<file path="config.mk">
export PLATFORM = sky130hd
export DESIGN_NAME = thermostat_ctrl
export DESIGN_NICKNAME = d
export VERILOG_FILES = /design/src/rtl/thermostat_ctrl.sv
export SDC_FILE = /design/constraint.sdc
export NUM_CORES = 1
export LEC_CHECK = 0
export ABC_AREA = 1
export CORE_MARGIN = 2
export CORE_UTILIZATION = 30
export CTS_BUF_LIST = sky130_fd_sc_hd__clkbuf_4
export DETAILED_ROUTE_END_ITERATION = 10
export PLACE_DENSITY_LB_ADDON = 0.12
export SLEW_MARGIN = 20
export SYNTH_ARGS = -nofsm -noshare
export SYNTH_HDL_FRONTEND = slang
export SYNTH_SLANG_ARGS = --single-unit
</file>
<file path="constraint.sdc">
create_clock -name clk -period 8.6 [get_ports clk]
set_input_delay 1.72 -clock clk [delete_from_list [all_inputs] [get_ports clk]]
set_output_delay 1.72 -clock clk [all_outputs]
set_load 0.1 [all_outputs]
</file>
<file path="src/rtl/thermostat_ctrl.sv">
// rtl/thermostat_ctrl.sv - thermostat setpoint and hysteresis heat/cool control core
// Optional feature macro: THERMO_AUTOREPEAT_EN (button hold auto-repeat, 500-tick delay, 200-tick rate).
module thermostat_ctrl #(
  parameter int TICK_DIV   = 100000,
  parameter int SET_MIN    = 10,
  parameter int SET_MAX    = 35,
  parameter int SET_INIT   = 22,
  parameter int HYST       = 1,
  parameter int MIN_RUN_MS = 60000,
  parameter int MIN_OFF_MS = 30000
) (
  input  logic       clk,
  input  logic       reset,
  input  logic       btn_up,
  input  logic       btn_dn,
  input  logic [7:0] current_temp,
  input  logic       temp_valid,
  output logic [7:0] set_temp,
  output logic       heat_on,
  output logic       cool_on,
  output logic [1:0] ctrl_state
);

  localparam int             TW        = (TICK_DIV > 1) ? $clog2(TICK_DIV) : 1;
  localparam logic [TW-1:0]  TICK_LAST = TW'(TICK_DIV - 1);
  localparam logic [7:0]     SMIN      = 8'(SET_MIN);
  localparam logic [7:0]     SMAX      = 8'(SET_MAX);
  localparam logic [7:0]     SINIT     = 8'(SET_INIT);
  localparam logic [8:0]     HYST9     = 9'(HYST);
  localparam logic [16:0]    RUN_LIM   = 17'(MIN_RUN_MS);
  localparam logic [16:0]    OFF_LIM   = 17'(MIN_OFF_MS);
  localparam logic [16:0]    MS_SAT    = 17'h1FFFF;

  typedef enum logic [1:0] {
    S_IDLE = 2'd0,
    S_HEAT = 2'd1,
    S_COOL = 2'd2,
    S_LOCK = 2'd3
  } state_t;

  state_t         r_state;
  state_t         w_state_next;
  logic [TW-1:0]  r_tick_cnt;
  logic           w_tick;
  logic           r_up_d;
  logic           r_dn_d;
  logic           w_up_rise;
  logic           w_dn_rise;
  logic           w_rpt_up;
  logic           w_rpt_dn;
  logic           w_step_up;
  logic           w_step_dn;
  logic [7:0]     r_set_temp;
  logic [7:0]     r_cur_temp;
  logic [7:0]     w_cur;
  logic [8:0]     w_cur9;
  logic [8:0]     w_set9;
  logic [8:0]     w_lo;
  logic [8:0]     w_hi;
  logic [16:0]    r_run_ms;
  logic [16:0]    r_off_ms;
  logic           r_heat_on;
  logic           r_cool_on;
  logic           w_heat_next;
  logic           w_cool_next;

  assign w_tick = (r_tick_cnt == TICK_LAST);

  // Free-running millisecond prescaler
  always_ff @(posedge clk) begin
    if (reset || w_tick) r_tick_cnt <= '0;
    else                 r_tick_cnt <= r_tick_cnt + 1'b1;
  end

  // Previous button samples for rise detection
  always_ff @(posedge clk) begin
    if (reset) begin
      r_up_d <= 1'b0;
      r_dn_d <= 1'b0;
    end else begin
      r_up_d <= btn_up;
      r_dn_d <= btn_dn;
    end
  end

  assign w_up_rise = btn_up & ~r_up_d;
  assign w_dn_rise = btn_dn & ~r_dn_d;

`ifdef THERMO_AUTOREPEAT_EN
  logic [9:0] r_hold_cnt;
  logic [9:0] w_hold_inc;
  logic       w_hold_one;
  logic       w_rpt;

  assign w_hold_one = btn_up ^ btn_dn;
  assign w_hold_inc = r_hold_cnt + 10'd1;
  assign w_rpt      = w_hold_one & w_tick & ((w_hold_inc == 10'd500) | (w_hold_inc == 10'd700));
  assign w_rpt_up   = w_rpt & btn_up;
  assign w_rpt_dn   = w_rpt & btn_dn;

  // Hold timer in ticks; folds 700 back to 500 so repeats recur every 200 ticks
  always_ff @(posedge clk) begin
    if (reset || !w_hold_one) r_hold_cnt <= '0;
    else if (w_tick)          r_hold_cnt <= (w_hold_inc == 10'd700) ? 10'd500 : w_hold_inc;
  end
`else
  assign w_rpt_up = 1'b0;
  assign w_rpt_dn = 1'b0;
`endif

  assign w_step_up = (w_up_rise & ~w_dn_rise) | w_rpt_up;
  assign w_step_dn = (w_dn_rise & ~w_up_rise) | w_rpt_dn;

  // Saturating setpoint
  always_ff @(posedge clk) begin
    if (reset)                               r_set_temp <= SINIT;
    else if (w_step_up && r_set_temp < SMAX) r_set_temp <= r_set_temp + 8'd1;
    else if (w_step_dn && r_set_temp > SMIN) r_set_temp <= r_set_temp - 8'd1;
  end

  // Latest temperature sample
  always_ff @(posedge clk) begin
    if (reset)           r_cur_temp <= '0;
    else if (temp_valid) r_cur_temp <= current_temp;
  end

  // The FSM only acts on valid cycles, so the fresh sample is used directly then
  assign w_cur  = temp_valid ? current_temp : r_cur_temp;
  assign w_cur9 = {1'b0, w_cur};
  assign w_set9 = {1'b0, r_set_temp};
  assign w_hi   = w_set9 + HYST9;
  assign w_lo   = (w_set9 >= HYST9) ? (w_set9 - HYST9) : 9'd0;

  // Run and lockout timers, cleared on state entry
  always_ff @(posedge clk) begin
    if (reset) begin
      r_run_ms <= '0;
      r_off_ms <= '0;
    end else begin
      if ((w_state_next == S_HEAT || w_state_next == S_COOL) && w_state_next != r_state)
        r_run_ms <= '0;
      else if ((r_state == S_HEAT || r_state == S_COOL) && w_tick && r_run_ms != MS_SAT)
        r_run_ms <= r_run_ms + 17'd1;
      if (w_state_next == S_LOCK && r_state != S_LOCK)
        r_off_ms <= '0;
      else if (r_state == S_LOCK && w_tick && r_off_ms != MS_SAT)
        r_off_ms <= r_off_ms + 17'd1;
    end
  end

  // Next-state and next-output decode
  always_comb begin
    w_state_next = r_state;
    case (r_state)
      S_IDLE: begin
        if (temp_valid) begin
          if (w_cur9 <= w_lo)      w_state_next = S_HEAT;
          else if (w_cur9 >= w_hi) w_state_next = S_COOL;
        end
      end
      S_HEAT: if (temp_valid && w_cur9 >= w_set9 && r_run_ms >= RUN_LIM) w_state_next = S_LOCK;
      S_COOL: if (temp_valid && w_cur9 <= w_set9 && r_run_ms >= RUN_LIM) w_state_next = S_LOCK;
      S_LOCK: if (w_tick && r_off_ms >= OFF_LIM) w_state_next = S_IDLE;
      default: w_state_next = S_IDLE;
    endcase
    w_heat_next = (w_state_next == S_HEAT);
    w_cool_next = (w_state_next == S_COOL);
  end

  // State and registered heater/cooler enables
  always_ff @(posedge clk) begin
    if (reset) begin
      r_state   <= S_IDLE;
      r_heat_on <= 1'b0;
      r_cool_on <= 1'b0;
    end else begin
      r_state   <= w_state_next;
      r_heat_on <= w_heat_next;
      r_cool_on <= w_cool_next;
    end
  end

  assign set_temp   = r_set_temp;
  assign heat_on    = r_heat_on;
  assign cool_on    = r_cool_on;
  assign ctrl_state = r_state;

endmodule

</file>
### Yosys cells after proc, flatten, opt, wreduce, memory -nomap -nowiden

Index checks and enable logic that the tools add are counted.

* flip-flop bits (word level): 73
* logic and storage cells: 76
* output and inout port bits: 12

* add/sub/neg operators: 7
* bitwise operators: 8
* mux-type cells: 11
* reductions and logical operators: 20
* eq/ne operators: 11
* order comparisons: 9

Operators with widths (number)
* 17-bit by 1-bit adder with 17-bit output (second input constant): 3
* 17-bit inequality test (second input constant): 2
* 8-bit two-way mux: 3
* 17-bit == test (second input constant): 1
* 17-bit by 15-bit >= comparator with 1-bit output (second input constant): 1
* 17-bit by 16-bit >= comparator with 1-bit output (second input constant): 1
* 1-bit logical AND: 13
* 2-bit two-way mux: 6
* 8-bit by 1-bit adder with 9-bit output (second input constant): 1
* 8-bit by 9-bit >= comparator with 1-bit output: 1
* 8-bit by 9-bit <= comparator with 1-bit output: 1
* 9-bit two-way mux: 1
* 8-bit by 1-bit subtractor with 9-bit output (second input constant): 1
* 8-bit by 1-bit adder with 8-bit output (second input constant): 1
* 2-bit == test (second input constant): 4
* 8-bit by 1-bit >= comparator with 1-bit output (second input constant): 1
* 8-bit >= comparator: 1
* 8-bit by 4-bit greater-than comparator with 1-bit output (second input constant): 1
* 8-bit <= comparator: 1
* 8-bit by 6-bit less-than comparator with 1-bit output (second input constant): 1
* 2-bit case mux with 4 select lines: 1
* 8-bit by 1-bit subtractor with 8-bit output (second input constant): 1
* 1-bit AND: 4
* 2-bit by 1-bit == test with 1-bit output (second input constant): 2
* other kinds (7): 13

### Longest topological paths before layout

Gate-level depths: netlist of the first run.

* depth in word-level cells: 10
* mapped depth: 28

### Worst setup path after synthesis of the first run

Ideal clock, no wire load.

* path kind: input port to flip-flop
* start: input temp_valid
* end: register r_off_ms[4]
* stages: 23
* setup time: 0.058 ns
* arrival time: 4.465 ns
* path buffers: 1
* slack: 4.077 ns
* cells stage by stage: buf_2 > clkinv_1 > nand2_1 > nand2_1 > ha_1 > nand2_1 > nor2_1 > nand2_1 > nand3_1 > nand2_1 > nand2_1 > nand2_1 > nand2_1 > nand2_1 > nand2_1 > nand3_2 > nand2_2 > inv_1 > ha_1 > a21oi_1 > clkinv_1 > a21oi_1 > o21a_1

* longest elaborated chain between the ends: 9
* elaborated cells on any way between the ends: 18
* classes of those cells: 4 x order compare; 1 x eq/ne; 7 x mux; 6 x reduce/logical

RTL lines
* start: declaration: RTL line 17 `input logic temp_valid,`
* 8-bit two-way mux *
* net w_cur[4]: RTL line 55 `logic [7:0] w_cur;`
* 8-bit by 9-bit >= comparator with 1-bit output (tied with other cells): RTL line 158 `else if (w_cur9 >= w_hi) w_state_next = S_COOL;`
* 2-bit two-way mux (tied with other cells): RTL line 158
* 2-bit two-way mux (tied with other cells): RTL line 157 `if (w_cur9 <= w_lo) w_state_next = S_HEAT;`
* 2-bit two-way mux, on equally long branches: RTL line 156, 161, 162
* 2-bit case mux with 4 select lines *: RTL line 154 `case (r_state)`
* net w_state_next[0]: RTL line 42 `state_t w_state_next;`
* 2-bit == test *: RTL line 144 `if (w_state_next == S_LOCK && r_state != S_LOCK)`
* 1-bit logical AND *: RTL line 144
* 2-bit OR reduction (no line) *
* end signal: assignment: RTL line 147 `r_off_ms <= r_off_ms + 17'd1;`
* end: declaration: RTL line 61 `logic [16:0] r_off_ms;`

Mark *: on every way through the listed nets, which the timed path passes. The rest lies on a longest branch.
A chain may end at the register's enable or synchronous reset.

### Worst setup path in the final report of the first run

* start: input temp_valid
* end: register r_off_ms[1]

Same word-level chain as after synthesis.

==> results.tsv, run 1 <==
metric	value	unit
synth_area_leaders	dfxtp_1 (30%), ha_1 (12%), nand2_1 (12%)	
path_buf_inv	4	
die_h	132	µm
crit_type	in2reg	
dp_hpwl	8660	µm
root_buffer	clkbuf_4	
cp.required	8.95	ns
crit_chain	clkdlybuf4s50_1, clkinv_1, nand2_1, nand2_1, ha_1, nand2_1, nor2_1, nand2_1, nand3_1, nand2_1, nand2_1, nand2_1, nand2_1, nand2_1, nand2_1, nand3_2, nand2_2, inv_1, ha_1, a21oi_1, clkinv_1, a211oi_1	
coreArea	0.0160	mm²
period_needed	5.49	ns
maxSlewViolCount	0	
synth-seq-cells	73	
total_power	1.27	mW
max_stage_delay	0.68	ns
synth_fp_nets	759	
setup_violations	0	
wl_met1	5850	µm
antenna_found_initial	1	
hold_viol_final	0	
clock.fmax	0.182	GHz
cts_tree	done	
vdd_drop_max	0.000148	V
path_clk_slew	0.12	ns
drt_iter0_drc	173	
critical_path_arrival	5.84	ns
routabilityCongestion	0.825	
drt_wl_total	11100	µm
synth_sequential_area_ratio	29.6	%
slew_headroom	35.1	%
postCtsHoldBufs	0	
start_util	30.8	%
cts.sinks	73	
area_growth	12.3	%
yosysTopAreaCell	dfxtp_1	
rsz0062_at_grt	no	
p_int	641	µW
grt_pass1_wl	19500	µm
viasPerCell	4.49	
layout.nets	788	
top_layer_used	met4	
syn_avg_cell_area	7.07	µm²
ys.flop_type	dfxtp_1	
layout-drive-gt1-share	9.45	%
wl_per_cell	11.7	µm
overflow	0	
tightestPinTransition	0.970	ns
vias	4249	
synthCells	697	
fin_skew	0.0122	ns
pwr-share-seq	31.6	%
cts_buffers	9	
ctsResizeCount	0	
critical_path.max_fanout	10	
tns	0	ns
final_antenna_net_count	0	
grt_usage	13.6	%
cap_violations	0	
grt_start_max_net_pins	19	
p_per_area	229	mW/mm²
period_share	63.8	%
io_pins	25	
post-route-util	34.6	%
die_w	132	µm
nFillCells	1794	
wl_met2	4790	µm
portBuffers	24	
cpMaxStageDelayCell	clkdlybuf4s50_1	
dr_wl_met3	286	µm
htreeDepth	3	
crit_family	buffers and inverters	
cp-end-kind	flop	
register_area	0.00146	mm²
yosys_warnings	0	
cts_setup_buffers	0	
fin_ws	3.11	ns
first_pass_iters	4	
multiInputGateArea	0.00304	mm²
p_clk_share	17.1	%
synth.top_cell.area_share	29.6	%
synthArstFlopShare	0	%
drc	0	
grt_pass1_vias	4128	
swShare	49.6	%
cpMostUsedCell	nand2_1	
p_sw	629	µW
die-area	0.0175	mm²
min_path_type	reg2reg	
synthDistinctLibCells	43	
placementRows	46	
pre_cts_ws	2.66	ns
clk_latency	0.44	ns
cts_buffer_depth	2	
synth_area	0.00493	mm²
status	completed	
synth_edf_count	0	
start_kind	input pin	
p_leak	2.25	nW
p_comb_share	51.3	%
==> power groups by stage <==
stage                     sequential [mW]  clock (mW)  combinational (mW)
final                               0.401       0.218               0.651
after detailed placement            0.408           0               0.657
after global placement              0.409           0               0.654
after floorplan                     0.525           0               0.418
after CTS                           0.401       0.231               0.659
after global routing                0.407       0.245               0.732
==> flip-flops by register name (all words and copies together), names as in the netlist <==
signal / cells
r_off_ms: 17
r_cur_temp: 8
heat_on: 1
cool_on: 1
ctrl_state: 2
r_run_ms: 17
r_dn_d: 1
set_temp: 8
r_tick_cnt: 17
r_up_d: 1
==> cell usage in the layout, fill, tap and decap left out, drive strengths merged <==
cell type      Yosys  routed
a211oi             2       2
a21oi             49      49
a221oi             1       1
a31oi              1       1
a41oi              2       2
and3               1       1
buf                3       1
bufinv             0       1
clkbuf             4      10
clkdlybuf4s50      0      24
clkinv             3       4
clkinvlp           0       3
dfxtp             73      73
diode              0       1
fa                 1       1
ha                48      48
inv               99      99
mux2               1       1
mux2i              3       3
nand2            164     164
nand3             37      37
nand3b             5       5
nand4             15      15
nor2              93      93
nor3              22      22
nor3b              4       4
nor4               3       3
o211ai             2       2
o21a               2       2
o21ai             23      23
o21bai             1       1
o31ai              1       1
or2                6       6
xnor2              4       4
xor2              24      24
==> synthesized netlist by cell type, types with 2 or more instances <==
master    count
clkinv_1      3
o21a_1        2
nand2_2       9
nand3_1      36
nor3_2        6
nor3b_1       4
or2_0         3
nand3b_1      5
a211oi_1      2
xor2_1       24
nand4_1      14
nor4_1        3
nand2_4       2
buf_2         2
nor2_4       14
nor2_2        3
nand2_1     153
o211ai_1      2
or2_2         3
dfxtp_1      73
a41oi_1       2
nor3_1       16
o21ai_0      23
inv_2        11
mux2i_1       3
inv_1        87
clkbuf_1      4
xnor2_1       4
nor2_1       76
a21oi_1      48
ha_1         48
==> routing by layer <==
layer,GRT usage [%],vias up
li1,-,2306
met1,18.5,1889
met2,21.1,39
met3,3.15,15
met4,4.72,0
met5,0,-
==> path summary, 6_finish.rpt <==
| check | slack (ns) | from | end | cells after the start |
|---|---|---|---|---|
| hold / removal | 0.47 | r_tick_cnt[0] | r_tick_cnt[0] | 1 |
| hold reg to reg | 0.47 | r_tick_cnt[0] | r_tick_cnt[0] | 1 |
| setup / recovery | 3.11 | temp_valid | r_off_ms[1] | 22 |
| setup reg to reg | 4.17 | set_temp[0] | r_off_ms[1] | 26 |
==> stage by stage <==
stage	std cells	hold WS, ns	cell area (µm²)
after global routing	947	0.490	5540
after CTS	946	0.463	5540
after global placement	931	0.432	5400
after detailed placement	931	0.445	5400
final	947	0.466	5540
after floorplan	697	0.418	4930
==> cells by family after synthesis <==
kind of cell / after synthesis / synth area share [%]
fa+ha+maj: 49 / 12.6
flops: 73 / 29.6
simple gates: 350 / 34.0
xor+xnor: 28 / 4.97
mux: 4 / 0.837
buf+inv: 109 / 8.73
compound gates: 84 / 9.26
==> cell type report <==
type                    instances  share of cell area, %
well taps                     216                   4.88
multi-input cells             515                   54.9
diodes                          1                 0.0452
repair buffers                 25                   4.47
inverters                     102                   6.96
clock inverters                 5                   1.04
clock buffers                  10                   1.36
flip-flops and latches         73                   26.4
No activity file was read; power rests on OpenSTA's default activity.
==> run 2: changes to the inputs <==
clock period = 4.5 ns   (was 8.6 ns; I/O delays follow)
==> run 2 against run 1 <==
Largest power group unchanged. Critical path type unchanged. Via count grew 1.1%. Wire length shrank 1.8%. Core utilization grew 0.20 points. Clock skew grew 0.0046 ns.
==> results.tsv, run 2 (synthesis results as in run 1) <==
metric	value	unit
p_per_area	437	mW/mm²
die-area	0.0175	mm²
place_area	0.00544	mm²
drt_wl_total	10900	µm
viasPerCell	4.51	
placementRows	46	
critical_path_arrival	4.21	ns
grt_start_max_net_pins	19	
layout.nets	793	
setup_violations	0	
wl_per_cell	11.5	µm
clk_latency	0.44	ns
start_util	30.8	%
drt_iter0_drc	278	
cts_tree	done	
post-route-util	34.8	%
cap_violations	0	
area_growth	13.0	%
cts.sinks	73	
slew_headroom	34.6	%
crit_type	in2reg	
fin_ws	0.671	ns
first_pass_iters	4	
final_area	0.00557	mm²
drc	0	
cp-end-kind	flop	
grt_pass1_vias	4076	
cts_buffer_depth	2	
fin_skew	0.0168	ns
tightestPinTransition	0.978	ns
final_cell_mix	nand2_1 (153), inv_1 (87), nor2_1 (76)	
coreArea	0.0160	mm²
portBuffers	24	
htreeDepth	3	
pre_cts_ws	0.194	ns
vias	4295	
hold_slack	0.454	ns
io_pins	25	
final_common_cell	nand2_1	
period_share	85.1	%
status	completed	
period_needed	3.83	ns
vdd_drop_max	0.000227	V
cp.required	4.88	ns
antenna_found_initial	1	
clock.fmax	0.261	GHz
ctsResizeCount	0	
die_w	132	µm
postCtsHoldBufs	0	
cts_buffers	9	
path_clk_slew	0.11	ns
tns	0	ns
critical_path.max_fanout	10	
grt_usage	13.3	%
cts_setup_buffers	0	
overflow	0	
routabilityCongestion	0.809	
start_kind	input pin	
maxSlewViolCount	0	
root_buffer	clkbuf_4	
die_h	132	µm
hold_viol_final	0	
final_antenna_net_count	0	
top_regs	r_off_ms (17), r_run_ms (17), r_tick_cnt (17)	
dp_hpwl	8610	µm
grt_pass1_wl	19000	µm
rsz0062_at_grt	no	
layout-drive-gt1-share	10.1	%
min_path_type	reg2reg	
p_leak	2.29	nW
==> run 2: per-layer routing <==
layer | track usage (%) | share of wire [%] | vias up | wire (µm)
met3 | 2.92 | 2.8 | 10 | 310
li1 | - | - | 2321 | -
met5 | 0 | 0 | - | 0
met4 | 5.56 | 1.3 | 0 | 144
met2 | 20.9 | 45 | 55 | 4900
met1 | 17.7 | 51 | 1909 | 5560
==> run 2: where the power goes <==
part / internal, mW / switching, mW / leakage (nW)
logic: 0.375 / 0.888 / 1.62
registers: 0.689 / 0.0695 / 0.593
clock network: 0.177 / 0.236 / 0.0765
==> run 2: final cells by class <==
class / count / area (µm²)
clock buffers: 11 / 82.6
repair buffers: 30 / 285
diodes: 1 / 2.50
well taps: 216 / 270
flip-flops and latches: 73 / 1460
multi-input cells: 515 / 3040
inverters: 102 / 385
clock inverters: 4 / 45.0
fillers: 1769 / 10400
==> run 2: path summary, 6_finish.rpt <==
| path | start | endpoint | depth (start not counted) | slack (ns) |
|---|---|---|---|---|
| max reg2reg | set_temp[1] | r_off_ms[4] | 27 | 0.90 |
| min reg2reg | r_tick_cnt[0] | r_tick_cnt[0] | 1 | 0.45 |
| max | temp_valid | r_off_ms[4] | 23 | 0.67 |
| min | r_tick_cnt[0] | r_tick_cnt[0] | 1 | 0.45 |
==> run 2: stage by stage <==
stage / total power, mW / instances
final: 2.43 / 952
after global routing: 2.66 / 952
after detailed placement: 2.05 / 936
after global placement: 2.05 / 936
after floorplan: 1.80 / 697
after CTS: 2.48 / 951
==> run 2: critical path, stage by stage <==
cell and delay, ns:
clkdlybuf4s50_1 0.48, clkinv_1 0.24, nand2_1 0.16, nand2_1 0.14
ha_1 0.31, nand2_1 0.06, nor2_1 0.15, nand2_1 0.07
nand3_1 0.07, nand2_1 0.05, nand2_1 0.05, nand2_1 0.04
nand2_1 0.06, nand2_1 0.07, nand2_1 0.08, nand3_2 0.08
nand2_2 0.10, inv_1 0.07, ha_1 0.19, a21oi_1 0.19
clkinv_1 0.31, a21oi_1 0.22, o21a_1 0.13
==> run 3: changes to the inputs <==
SLEW_MARGIN = 15   (was 20)
==> results of run 3 <==
The final DEF is identical to that of run 2; final timing and power are the same.
